`config.mk`:
```
export PLATFORM = sky130hd
export DESIGN_NAME = stump_mem_arbiter_flat
export DESIGN_NICKNAME = d
export VERILOG_FILES = /design/src/rtl/stump_mem_arbiter_pkg.sv /design/src/rtl/stump_mem_arbiter_if.sv /design/src/rtl/stump_starve_counter.sv /design/src/rtl/stump_mem_arbiter.sv /design/src/flat_wrapper.sv
export SDC_FILE = /design/constraint.sdc
export NUM_CORES = 1
export LEC_CHECK = 0
export BUFFER_PORTS_ARGS = -buffer_cell sky130_fd_sc_hd__buf_2
export CORE_MARGIN = 2
export CORE_UTILIZATION = 30
export CTS_BUF_LIST = sky130_fd_sc_hd__clkbuf_2 sky130_fd_sc_hd__clkbuf_4 sky130_fd_sc_hd__clkbuf_8
export DETAILED_ROUTE_END_ITERATION = 12
export PLACE_DENSITY = 0.83
export SLEW_MARGIN = 5
export SYNTH_ARGS = -nofsm -noshare
export SYNTH_HDL_FRONTEND = slang
export SYNTH_SLANG_ARGS = --single-unit
```
`constraint.sdc`:
```
create_clock -name clk -period 1.6 [get_ports clk]
set_input_delay 0.16 -clock clk [delete_from_list [all_inputs] [get_ports clk]]
set_output_delay 0.16 -clock clk [all_outputs]
set_load 0.01 [all_outputs]
```
`src/rtl/stump_mem_arbiter_pkg.sv`:
```
// Shared Stump memory-arbiter definitions: bus width, FSM state encodings
// and the default starvation limit used by the optional starvation guard
// (enabled with the STUMP_ARB_STARVE_GUARD_EN macro).
package stump_mem_arbiter_pkg;

  localparam int DATA_W               = 16;
  localparam int STARVE_CNT_W         = 3;
  localparam int STARVE_LIMIT_DEFAULT = 4;

  typedef enum logic {
    ARB_IDLE = 1'b0,
    ARB_ACK  = 1'b1
  } arb_state_t;

endpackage

```
`src/rtl/stump_mem_arbiter_if.sv`:
```
// Bus bundle between the Stump CPU, the DMA engine, the single-port memory
// and the arbiter that shares the memory port between the two requesters.
//
// Handshake: the CPU presents cpu_req each cycle it needs the port; when
// cpu_stall=1 the access was not performed and the CPU holds and retries.
// The DMA raises dma_req and holds it (with stable wen/addr/wdata) until it
// sees dma_done; dma_gnt marks the cycle the access hit memory and dma_done
// follows exactly one cycle later carrying registered read data.
interface stump_mem_arbiter_if;
  import stump_mem_arbiter_pkg::*;

  logic              cpu_req;
  logic              cpu_wen;
  logic [DATA_W-1:0] cpu_addr;
  logic [DATA_W-1:0] cpu_wdata;
  logic              cpu_stall;
  logic [DATA_W-1:0] cpu_rdata;

  logic              dma_req;
  logic              dma_wen;
  logic [DATA_W-1:0] dma_addr;
  logic [DATA_W-1:0] dma_wdata;
  logic              dma_gnt;
  logic              dma_done;
  logic [DATA_W-1:0] dma_rdata;

  logic              mem_ren;
  logic              mem_wen;
  logic [DATA_W-1:0] mem_addr;
  logic [DATA_W-1:0] mem_wdata;
  logic [DATA_W-1:0] mem_rdata;

  // Arbiter side.
  modport slave (
    input  cpu_req, cpu_wen, cpu_addr, cpu_wdata,
    output cpu_stall, cpu_rdata,
    input  dma_req, dma_wen, dma_addr, dma_wdata,
    output dma_gnt, dma_done, dma_rdata,
    output mem_ren, mem_wen, mem_addr, mem_wdata,
    input  mem_rdata
  );

  // Requester / memory side.
  modport master (
    output cpu_req, cpu_wen, cpu_addr, cpu_wdata,
    input  cpu_stall, cpu_rdata,
    output dma_req, dma_wen, dma_addr, dma_wdata,
    input  dma_gnt, dma_done, dma_rdata,
    input  mem_ren, mem_wen, mem_addr, mem_wdata,
    output mem_rdata
  );

endinterface

```
`src/rtl/stump_starve_counter.sv`:
```
// Saturating starvation counter: counts denied DMA cycles, clears on demand,
// never wraps, and flags when the count has reached LIMIT.
module stump_starve_counter
  import stump_mem_arbiter_pkg::*;
#(
  parameter int LIMIT = STARVE_LIMIT_DEFAULT
) (
  input  logic clk,
  input  logic rst,
  input  logic inc,
  input  logic clr,
  output logic hit
);

  logic [STARVE_CNT_W-1:0] count_q;
  logic [STARVE_CNT_W-1:0] count_d;

  // Next count: clear wins, otherwise increment and hold at all-ones.
  always_comb begin
    count_d = count_q;
    if (clr) begin
      count_d = '0;
    end else if (inc && (count_q != '1)) begin
      count_d = count_q + 1'b1;
    end
  end

  // Count register.
  always_ff @(posedge clk or posedge rst) begin
    if (rst) begin
      count_q <= '0;
    end else begin
      count_q <= count_d;
    end
  end

  assign hit = (count_q >= STARVE_CNT_W'(LIMIT));

endmodule

```
`src/rtl/stump_mem_arbiter.sv`:
```
// Stump memory-port arbiter. The CPU has priority; a DMA access takes the
// port for one cycle (IDLE -> ACK) and the ACK cycle always belongs to the
// CPU, so the CPU is served at least every second cycle.
// Build option STUMP_ARB_STARVE_GUARD_EN: a starvation counter forces a DMA
// grant after STARVE_LIMIT consecutive denied cycles; without it the DMA is
// granted only while the CPU is not requesting.
module stump_mem_arbiter
  import stump_mem_arbiter_pkg::*;
#(
  parameter int STARVE_LIMIT = STARVE_LIMIT_DEFAULT
) (
  input  logic                clk,
  input  logic                rst,
  stump_mem_arbiter_if.slave  bus,
  output arb_state_t          dbg_state
);

  arb_state_t        state_q, state_d;
  logic [DATA_W-1:0] dma_rdata_q, dma_rdata_d;

  logic              force_gnt;
  logic              grant;
  logic              done;
  logic              stall;
  logic              ren;
  logic              wen;
  logic [DATA_W-1:0] addr;
  logic [DATA_W-1:0] wdata;

`ifdef STUMP_ARB_STARVE_GUARD_EN
  logic starve_inc;
  logic starve_clr;

  // Only a real contention loss in IDLE counts as starvation.
  assign starve_inc = (state_q == ARB_IDLE) && bus.dma_req && bus.cpu_req && !grant;
  assign starve_clr = grant || !bus.dma_req;

  stump_starve_counter #(
    .LIMIT (STARVE_LIMIT)
  ) u_starve (
    .clk (clk),
    .rst (rst),
    .inc (starve_inc),
    .clr (starve_clr),
    .hit (force_gnt)
  );
`else
  logic unused_starve_limit;

  assign force_gnt           = 1'b0;
  assign unused_starve_limit = (STARVE_LIMIT != 0);
`endif

  // Port ownership, strobes and next state; reset forces every strobe low.
  always_comb begin
    state_d     = state_q;
    dma_rdata_d = dma_rdata_q;
    grant       = 1'b0;
    done        = 1'b0;
    stall       = 1'b0;
    ren         = 1'b0;
    wen         = 1'b0;
    addr        = bus.cpu_addr;
    wdata       = bus.cpu_wdata;
    case (state_q)
      ARB_IDLE: begin
        if (bus.dma_req && (!bus.cpu_req || force_gnt)) begin
          grant   = 1'b1;
          stall   = bus.cpu_req;
          ren     = !bus.dma_wen;
          wen     = bus.dma_wen;
          addr    = bus.dma_addr;
          wdata   = bus.dma_wdata;
          state_d = ARB_ACK;
          if (!bus.dma_wen) begin
            dma_rdata_d = bus.mem_rdata;
          end
        end else begin
          ren = bus.cpu_req && !bus.cpu_wen;
          wen = bus.cpu_req && bus.cpu_wen;
        end
      end
      ARB_ACK: begin
        // dma_req is ignored here: no back-to-back DMA grants.
        done    = 1'b1;
        ren     = bus.cpu_req && !bus.cpu_wen;
        wen     = bus.cpu_req && bus.cpu_wen;
        state_d = ARB_IDLE;
      end
      default: begin
        state_d = ARB_IDLE;
      end
    endcase
    if (rst) begin
      grant = 1'b0;
      done  = 1'b0;
      stall = 1'b0;
      ren   = 1'b0;
      wen   = 1'b0;
    end
  end

  // State and DMA read-data registers; reset abandons any pending ACK.
  always_ff @(posedge clk or posedge rst) begin
    if (rst) begin
      state_q     <= ARB_IDLE;
      dma_rdata_q <= '0;
    end else begin
      state_q     <= state_d;
      dma_rdata_q <= dma_rdata_d;
    end
  end

  assign bus.cpu_stall = stall;
  assign bus.cpu_rdata = bus.mem_rdata;
  assign bus.dma_gnt   = grant;
  assign bus.dma_done  = done;
  assign bus.dma_rdata = dma_rdata_q;
  assign bus.mem_ren   = ren;
  assign bus.mem_wen   = wen;
  assign bus.mem_addr  = addr;
  assign bus.mem_wdata = wdata;
  assign dbg_state     = state_q;

endmodule

```
`src/flat_wrapper.sv`:
```
// flat-port wrapper written by rule: the top's interface ports become plain ports
module stump_mem_arbiter_flat import stump_mem_arbiter_pkg::*;
#(
  parameter int STARVE_LIMIT = STARVE_LIMIT_DEFAULT
)
  (clk, rst, dbg_state, bus_cpu_req, bus_cpu_wen, bus_cpu_addr, bus_cpu_wdata, bus_cpu_stall, bus_cpu_rdata, bus_dma_req, bus_dma_wen, bus_dma_addr, bus_dma_wdata, bus_dma_gnt, bus_dma_done, bus_dma_rdata, bus_mem_ren, bus_mem_wen, bus_mem_addr, bus_mem_wdata, bus_mem_rdata);
  stump_mem_arbiter_if bus_i ();
  input  logic clk;
  input  logic rst;
  output arb_state_t dbg_state;
  input wire logic [$bits(bus_i.cpu_req)-1:0] bus_cpu_req;
  input wire logic [$bits(bus_i.cpu_wen)-1:0] bus_cpu_wen;
  input wire logic [$bits(bus_i.cpu_addr)-1:0] bus_cpu_addr;
  input wire logic [$bits(bus_i.cpu_wdata)-1:0] bus_cpu_wdata;
  output wire logic [$bits(bus_i.cpu_stall)-1:0] bus_cpu_stall;
  output wire logic [$bits(bus_i.cpu_rdata)-1:0] bus_cpu_rdata;
  input wire logic [$bits(bus_i.dma_req)-1:0] bus_dma_req;
  input wire logic [$bits(bus_i.dma_wen)-1:0] bus_dma_wen;
  input wire logic [$bits(bus_i.dma_addr)-1:0] bus_dma_addr;
  input wire logic [$bits(bus_i.dma_wdata)-1:0] bus_dma_wdata;
  output wire logic [$bits(bus_i.dma_gnt)-1:0] bus_dma_gnt;
  output wire logic [$bits(bus_i.dma_done)-1:0] bus_dma_done;
  output wire logic [$bits(bus_i.dma_rdata)-1:0] bus_dma_rdata;
  output wire logic [$bits(bus_i.mem_ren)-1:0] bus_mem_ren;
  output wire logic [$bits(bus_i.mem_wen)-1:0] bus_mem_wen;
  output wire logic [$bits(bus_i.mem_addr)-1:0] bus_mem_addr;
  output wire logic [$bits(bus_i.mem_wdata)-1:0] bus_mem_wdata;
  input wire logic [$bits(bus_i.mem_rdata)-1:0] bus_mem_rdata;
  assign bus_i.cpu_req = bus_cpu_req;
  assign bus_i.cpu_wen = bus_cpu_wen;
  assign bus_i.cpu_addr = bus_cpu_addr;
  assign bus_i.cpu_wdata = bus_cpu_wdata;
  assign bus_cpu_stall = bus_i.cpu_stall;
  assign bus_cpu_rdata = bus_i.cpu_rdata;
  assign bus_i.dma_req = bus_dma_req;
  assign bus_i.dma_wen = bus_dma_wen;
  assign bus_i.dma_addr = bus_dma_addr;
  assign bus_i.dma_wdata = bus_dma_wdata;
  assign bus_dma_gnt = bus_i.dma_gnt;
  assign bus_dma_done = bus_i.dma_done;
  assign bus_dma_rdata = bus_i.dma_rdata;
  assign bus_mem_ren = bus_i.mem_ren;
  assign bus_mem_wen = bus_i.mem_wen;
  assign bus_mem_addr = bus_i.mem_addr;
  assign bus_mem_wdata = bus_i.mem_wdata;
  assign bus_i.mem_rdata = bus_mem_rdata;
  stump_mem_arbiter #(.STARVE_LIMIT(STARVE_LIMIT)) u_core (.clk(clk), .rst(rst), .bus(bus_i), .dbg_state(dbg_state));
endmodule
```
==> impl_metrics.ini, run 1 <==
[outcome]
status = finished with violations
violations = negative setup slack

[setup_path]
critPathLaunchType = register
rr_worst_depth = 6
crit_fanout = 5
r2r_setup_slack_ns = -0.08
r2r_start = u_core.dbg_state
crit_type = register to output port
r2r-end = u_core.bus.dma_rdata[1]
worstPathRequired_ns = 1.44
cp-end-kind = output port
cp.arrival_ns = 1.65

[timing]
rsz0062_at_grt = true
fin_ws_ns = -0.2149
fin_crit_sh_pct = 113.4
fin_skew_ns = 0.0008627
whs_ns = 0.1567
fmax_mhz = 551.0
setup_viol_count_final = 50
finalSetupTns_ns = -7.152
finalMaxSlewViolations = 0
period_needed_ns = 1.815
hold_viol = 0

[synth]
avgSynthCellArea_sq_um = 12.55
syn_nets = 183
synth.cell_area_sq_um = 1217
yosysWarnings = 0
syn_inst = 97
synthTopCellsByArea = mux2_2, dfrtp_1, buf_4, nor4b_4, nor2b_1
synth_cell_types = 14
ys_seq_area_share_pct = 34.94
synth_area_leader_cell = mux2_2
synthDominantCellAreaShare_pct = 44.40
ys_ff_latch = 17

[clock_tree]
cts_buffers = 3
ctsLongestPathBuffers = 2
insertion_delay_ns = 0.24
path_clk_slew_ns = 0.06
clock-sinks = 17
cts_root_buffer = clkbuf_8
cts_max_level = 1
cts_tree = done

[layout]
fin_area_sq_um = 2522
diodes = 0
drive_above_1_share_pct = 89.64
layout_common_cells = buf_2, mux2_4, buf_6
fin_nets = 338
layout_commonest_cell = buf_2
fin_util_pct = 63.98
syn2layout_area_growth_pct = 107.2

[floorplan]
initial_utilization_pct = 30.88
dieArea_sq_um = 4583
rows = 23
core-area_sq_um = 3943
die_x_um = 67.70
fp.dieH_um = 67.70
ios = 156

[routing]
drt_iter0_markers = 44
vias_per_cell = 4.694
routed_wl_um = 5361
ant_nets = 0
vias = 1413
wire_per_inst_um = 17.81
firstDrtPassIters = 4
post-route-drc-count = 0

[global_routing]
grt_pass1_wl_um = 5637
grt_antenna_before_repair = 0
overflow = 0
grt_max_degree = 11
first_global_vias = 1231
grt_use_total_pct = 17.28

[place]
place_area_sq_um = 1956
portBuffers = 154
gp_congestion = 0.8192
hpwl_um = 3660

[power_and_ir_drop]
power_mw = 1.754
ir_drop_v = 0.0002869
power_density_nw_per_um2 = 695.4
power.leakage_nw = 1.395

[min_path]
min_to = u_core.bus.dma_rdata[14]
hold_depth = 2
hold_class = primary input to register
hold_start = bus_mem_rdata[14]

[flow_run]
drv_cap = 0
-- worst max-delay path: stages, from the launching register on --
cell and delay [ns]:
dfrtp_1 0.41, nor3b_4 0.25, buf_6 0.16, buf_6 0.13
mux2_4 0.32, buf_2 0.14
-- state kept, by name, summed over array words and instances (netlist names) --
register              flops
u_core.dbg_state          1
u_core.bus.dma_rdata     16
-- how the worst max path moves through the flow --
| stage | start | endpoint | slack (ns) | depth (start not counted) |
|---|---|---|---|---|
| 5_1_grt | u_core.dbg_state | bus_mem_wdata[8] | -0.28 | 5 |
| 6_report | u_core.dbg_state | bus_mem_addr[9] | -0.21 | 5 |
| 3_5_place_dp | u_core.dbg_state | bus_mem_wdata[8] | 0.05 | 4 |
| 3_3_place_gp | u_core.dbg_state | bus_mem_wdata[8] | 0.08 | 4 |
| 2_1_floorplan | u_core.dbg_state | bus_mem_addr[0] | -0.007 | 3 |
| 4_1_cts | u_core.dbg_state | bus_mem_addr[9] | -0.17 | 5 |
-- layer usage --
metal | GRT usage (%) | share of wire, % | wire length [um]
met2 | 30.39 | 56 | 2987
met5 | 0 | 0 | 0
met3 | 2.833 | 6.2 | 334
met1 | 18.32 | 35 | 1857
met4 | 13.01 | 3.4 | 182
-- final cells by class --
class	count	area, sq um
clock buffer	4	48.80
fill	290	1420
inverter	1	3.754
sequential	17	425.4
timing repair buffer	171	1174
multi-input combinational	58	808.3
tap	50	62.56
-- metrics by stage --
| step | setup WS (ns) | instances |
|---|---|---|
| 6_report | -0.2149 | 301 |
| 5_1_grt | -0.2842 | 301 |
| 4_1_cts | -0.1727 | 298 |
| 3_5_place_dp | 0.05351 | 288 |
| 3_3_place_gp | 0.08288 | 288 |
| 2_1_floorplan | -0.006823 | 97 |
-- synth_stat cells --
cell,count
a21oi_1,1
and2_1,1
buf_4,20
buf_6,1
conb_1,1
dfrtp_1,17
inv_1,1
mux2_2,48
nand2_1,1
nand4bb_1,1
nor2b_1,2
nor3b_2,1
nor4b_4,1
o21a_1,1
-- what timing repair did --
action / in CTS / in global routing
buffers inserted: 3 / 2
endpoints found under the hold margin: 17 / 0
resized for setup: 8 / 90
cloned: 2 / 1
setup endpoints to repair: 33 / 34
pin swaps: 1 / 2
hold buffers: 1 / 0
-- power breakdown --
group,switching [mW],internal [mW]
logic,0.342,0.522
clock network,0.134,0.193
registers,0.0440,0.519
-- cells by family (layout without fill, tap and decap cells) --
kind of cell	after synthesis	after routing	share of synthesized area [%]
multiplexers	48	48	44.40
buffers and inverters	22	176	13.57
flip-flops	17	17	34.94
AND/OR/NAND/NOR	7	7	5.755
AO/OA/AOI/OAI	2	2	1.028
other	1	1	0.3080
No activity file was read; power rests on OpenSTA's default activity.
==> inputs of run 2 (changes only) <==
--- a/config.mk
+++ b/config.mk
@@ -7,10 +7,9 @@
 export LEC_CHECK = 0
 export BUFFER_PORTS_ARGS = -buffer_cell sky130_fd_sc_hd__buf_2
 export CORE_MARGIN = 2
-export CORE_UTILIZATION = 30
-export CTS_BUF_LIST = sky130_fd_sc_hd__clkbuf_2 sky130_fd_sc_hd__clkbuf_4 sky130_fd_sc_hd__clkbuf_8
+export CORE_UTILIZATION = 29
 export DETAILED_ROUTE_END_ITERATION = 12
-export PLACE_DENSITY = 0.83
+export PLACE_DENSITY = 0.8
 export SLEW_MARGIN = 5
 export SYNTH_ARGS = -nofsm -noshare
 export SYNTH_HDL_FRONTEND = slang
==> constraint.sdc (replaced) <==
create_clock -name clk -period 1.6 [get_ports clk]
set_input_delay 0.16 -clock clk [delete_from_list [all_inputs] [get_ports clk]]
set_output_delay 0.16 -clock clk [all_outputs]
set_load 0.05 [all_outputs]
==> impl_metrics.ini, run 2 (synthesized netlist as in run 1, its figures left out) <==
[routing]
firstDrtPassIters = 4
wire_per_inst_um = 16.61
vias_per_cell = 4.570
drt_iter0_markers = 35
routed_wl_um = 4951
post-route-drc-count = 0
vias = 1362
ant_nets = 0

[layout]
drive_above_1_share_pct = 90.32
layout_common_cells = buf_2, mux2_4, buf_6
fin_nets = 335
diodes = 0
syn2layout_area_growth_pct = 110.1
fin_area_sq_um = 2557
largest_reg_flops = 16
layout_commonest_cell = buf_2

[setup_path]
cp.depth = 5
cp-end-kind = output port
rr_worst_depth = 6
cp.arrival_ns = 1.70
worst_path_dominant_cell_family = buffers and inverters
worstPathRequired_ns = 1.44
crit_type = register to output port
critical-path-slowest-cell = dfrtp_2
critPathLaunchType = register
worstPathCellList = nor3b_4 -> buf_4 -> buf_12 -> mux2_4 -> buf_6
crit_fanout = 13
slowest_delay_ns = 0.43
worst-path-buf-inv = 3

[outcome]
status = finished with violations
violations = negative setup slack

[place]
place_area_sq_um = 2105
gp_congestion = 0.7040
pre_cts_ws_ns = -0.02423
portBuffers = 154
hpwl_um = 3455

[global_routing]
grt_max_degree = 18
grt_pass1_wl_um = 5892
first_global_vias = 1326
grt_antenna_before_repair = 0
grt_use_total_pct = 16.80
overflow = 0

[timing]
rsz0062_at_grt = true
fin_crit_sh_pct = 116.3
hold_viol = 0
finalMaxSlewViolations = 0
period_needed_ns = 1.861
whs_ns = 0.1488
fin_ws_ns = -0.2606
fmax_mhz = 537.5
fin_skew_ns = 0.002068
setup_viol_count_final = 41

[power_and_ir_drop]
ir_drop_v = 0.0007447
power_density_nw_per_um2 = 906.4
power_mw = 2.318
power.leakage_nw = 1.397
swShare_pct = 46.31
p_comb_share_pct = 61.9
seqPwrFrac_pct = 24.6
clkPwrFrac_pct = 13.5
power_switching_mw = 1.073
internal_power_mw = 1.245

[floorplan]
dieArea_sq_um = 4732
die_x_um = 68.79
fp.dieH_um = 68.79
rows = 23
ios = 156
initial_utilization_pct = 30.22
core-area_sq_um = 4029

[clock_tree]
path_clk_slew_ns = 0.06
cts_buffers = 3
cts_max_level = 1
ctsLongestPathBuffers = 2
cts_root_buffer = clkbuf_8
clock-sinks = 17
cts_tree = done
insertion_delay_ns = 0.25

[flow_run]
drv_cap = 0

[min_path]
hold_depth = 2
hold_class = primary input to register
-- run 2: final cells by class --
class,instances,area [sq um]
tap,50,62.56
sequential,17,426.7
inverter,1,3.754
clock buffer,4,45.04
multi-input combinational,58,819.5
fill,321,1471
timing repair buffer,168,1200
-- run 2: through the flow --
stage	utilization [%]	instances	setup TNS, ns
2_1_floorplan	-	97	-2.401
3_3_place_gp	52.24	286	0
3_5_place_dp	52.24	286	-0.08232
4_1_cts	60.28	296	-8.879
5_1_grt	63.48	298	-11.81
6_report	63.48	298	-8.390
-- run 2: power by group through the flow --
stage                     clock network (mW)  logic (mW)  registers [mW]
final                                  0.313        1.44           0.570
after global routing                   0.356        1.48           0.580
after CTS                              0.323        1.38           0.568
after detailed placement                   0        1.25           0.568
after global placement                     0        1.24           0.569
after floorplan                            0       0.636           0.890
-- run 2: worst paths after layout --
path	slack, ns	to	startpoint
setup / recovery	-0.26	bus_mem_wdata[3]	u_core.dbg_state
hold / removal	0.15	u_core.bus.dma_rdata[4]	bus_mem_rdata[4]
setup reg to reg	-0.15	u_core.bus.dma_rdata[14]	u_core.dbg_state
hold reg to reg	0.51	u_core.bus.dma_rdata[15]	u_core.bus.dma_rdata[15]
max in group asynchronous	0.83	u_core.dbg_state	rst
min in group asynchronous	0.57	u_core.bus.dma_rdata[12]	rst
-- run 2: layer usage --
layer	routed length (um)	share of wire (%)	GRT usage, %	vias up
li1	-	-	-	628
met1	1578	32	18.15	641
met2	2762	56	32.09	88
met3	566	11	3.896	5
met4	44	0.89	5.147	0
met5	0	0	0	-
-- run 2: repair_timing --
| action | CTS | global route |
|---|---|---|
| resized for setup | 69 | 29 |
| hold buffers | 1 | 0 |
| endpoints found under the setup margin | 34 | 51 |
| setup buffers | 4 | 3 |
| pin swaps | 3 | 3 |
| cloned | 1 | 2 |
| endpoints found under the hold margin | 17 | 0 |
==> inputs of run 3 (changes only) <==
--- a/config.mk
+++ b/config.mk
@@ -9,7 +9,7 @@
 export CORE_MARGIN = 2
 export CORE_UTILIZATION = 29
 export DETAILED_ROUTE_END_ITERATION = 12
-export PLACE_DENSITY = 0.8
+export PLACE_DENSITY = 0.84
 export SLEW_MARGIN = 5
 export SYNTH_ARGS = -nofsm -noshare
 export SYNTH_HDL_FRONTEND = slang
==> impl_metrics.ini, run 3 (synthesized netlist as in run 1, its figures left out) <==
[layout]
drive_above_1_share_pct = 90.32
syn2layout_area_growth_pct = 102.3
layout_common_cells = buf_2, buf_6, mux2_4
layout_commonest_cell = buf_2
diodes = 0
largest_reg_flops = 16
fin_nets = 335
fillers = 325
layoutNonFillerInstCount = 298

[place]
portBuffers = 154
place_inst = 288
gp_congestion = 0.7038
pre_cts_ws_ns = -0.008677
hpwl_um = 3761

[timing]
fin_crit_sh_pct = 114.7
whs_ns = 0.1522
fmax_mhz = 545.0
fin_skew_ns = 0.001228
hold_viol = 0
setup_viol_count_final = 34
finalSetupTns_ns = -6.598
finalMaxSlewViolations = 0
fin_ws_ns = -0.2347
period_needed_ns = 1.835
rsz0062_at_grt = true

[clock_tree]
insertion_delay_ns = 0.25
cts_buffers = 3
ctsLongestPathBuffers = 2
cts_max_level = 1
path_clk_slew_ns = 0.06
cts_root_buffer = clkbuf_8
cts_tree = done
clock-sinks = 17

[outcome]
status = finished with violations
violations = negative setup slack

[floorplan]
dieArea_sq_um = 4732
fp.dieH_um = 68.79
die_x_um = 68.79
rows = 23
initial_utilization_pct = 30.22
ios = 156
core-area_sq_um = 4029

[power_and_ir_drop]
power_density_nw_per_um2 = 918.5
p_comb_share_pct = 61.2
power_switching_mw = 1.061
clkPwrFrac_pct = 13.6
ir_drop_v = 0.0008845
power.leakage_nw = 1.340
internal_power_mw = 1.201
seqPwrFrac_pct = 25.1
swShare_pct = 46.91

[routing]
vias_per_cell = 4.520
drt_iter0_markers = 40
wire_per_inst_um = 16.22
routed_wl_um = 4834
ant_nets = 0
vias = 1347
firstDrtPassIters = 4
post-route-drc-count = 0

[global_routing]
grt_use_total_pct = 17.97
first_global_vias = 1269
grt_max_degree = 13
overflow = 0
grt_antenna_before_repair = 0
grt_pass1_wl_um = 6154

[setup_path]
critPathLaunchType = register
cp-end-kind = output port
crit_fanout = 6
cp.arrival_ns = 1.67
crit_type = register to output port
worstPathRequired_ns = 1.44

[flow_run]
drv_cap = 0

[min_path]
hold_class = primary input to register
==> run 3: per-layer routing <==
metal / part of all wire (%) / global-route usage, %
met5: 0 / 0
met4: 1.1 / 6.618
met3: 12 / 2.922
met2: 50 / 32.33
met1: 37 / 21.39
==> run 3: worst max-delay path, stage by stage (launching register included) <==
cell and delay (ns):
dfrtp_2 0.42, nor3b_4 0.24, buf_6 0.15, buf_12 0.12, mux2_2 0.34, buf_6 0.16
==> run 3: area by class of cell <==
cell class	count	area, sq um	share of cell area (%)
timing repair buffer	168	1150	46.70
multi-input combinational	58	774.5	31.45
sequential	17	426.7	17.33
tap	50	62.56	2.541
clock buffer	4	45.04	1.829
inverter	1	3.754	0.1524
==> run 3: worst paths after layout <==
kind                                                from                  endpoint  slack [ns]  cells after the start
worst max-delay path                    u_core.dbg_state          bus_mem_wdata[0]       -0.23                      5
worst min-delay path                   bus_mem_rdata[15]  u_core.bus.dma_rdata[15]        0.15                      2
worst max register to register          u_core.dbg_state  u_core.bus.dma_rdata[11]        0.08                      4
worst min register to register  u_core.bus.dma_rdata[11]  u_core.bus.dma_rdata[11]        0.50                      1
max in group asynchronous                            rst          u_core.dbg_state        0.93                      4
min in group asynchronous                            rst   u_core.bus.dma_rdata[9]        0.54                      4
==> run 3: repair_timing <==
item / 4_1_cts / 5_1_grt
resized for setup: 62 / 17
cloned: 2 / 1
hold buffers: 1 / 0
buffers inserted: 3 / 0
endpoints found under the hold margin: 17 / 0
pin swaps: 1 / 1
setup endpoints to repair: 34 / 37
==> run 3: power by group through the flow <==
stage,sequential (mW),clock (mW),combinational (mW)
final,0.568,0.309,1.38
after global routing,0.581,0.340,1.43
after floorplan,0.890,0,0.636
after CTS,0.570,0.317,1.36
after detailed placement,0.571,0,1.26
after global placement,0.574,0,1.24
==> run 3: metrics by stage <==
| stage | instance area, sq um | power (mW) | utilization [%] |
|---|---|---|---|
| floorplan | 1363 | 1.526 | - |
| global placement | 2107 | 1.817 | 52.30 |
| detailed placement | 2107 | 1.827 | 52.30 |
| CTS | 2402 | 2.249 | 59.63 |
| global route | 2462 | 2.353 | 61.12 |
| finish | 2462 | 2.262 | 61.12 |
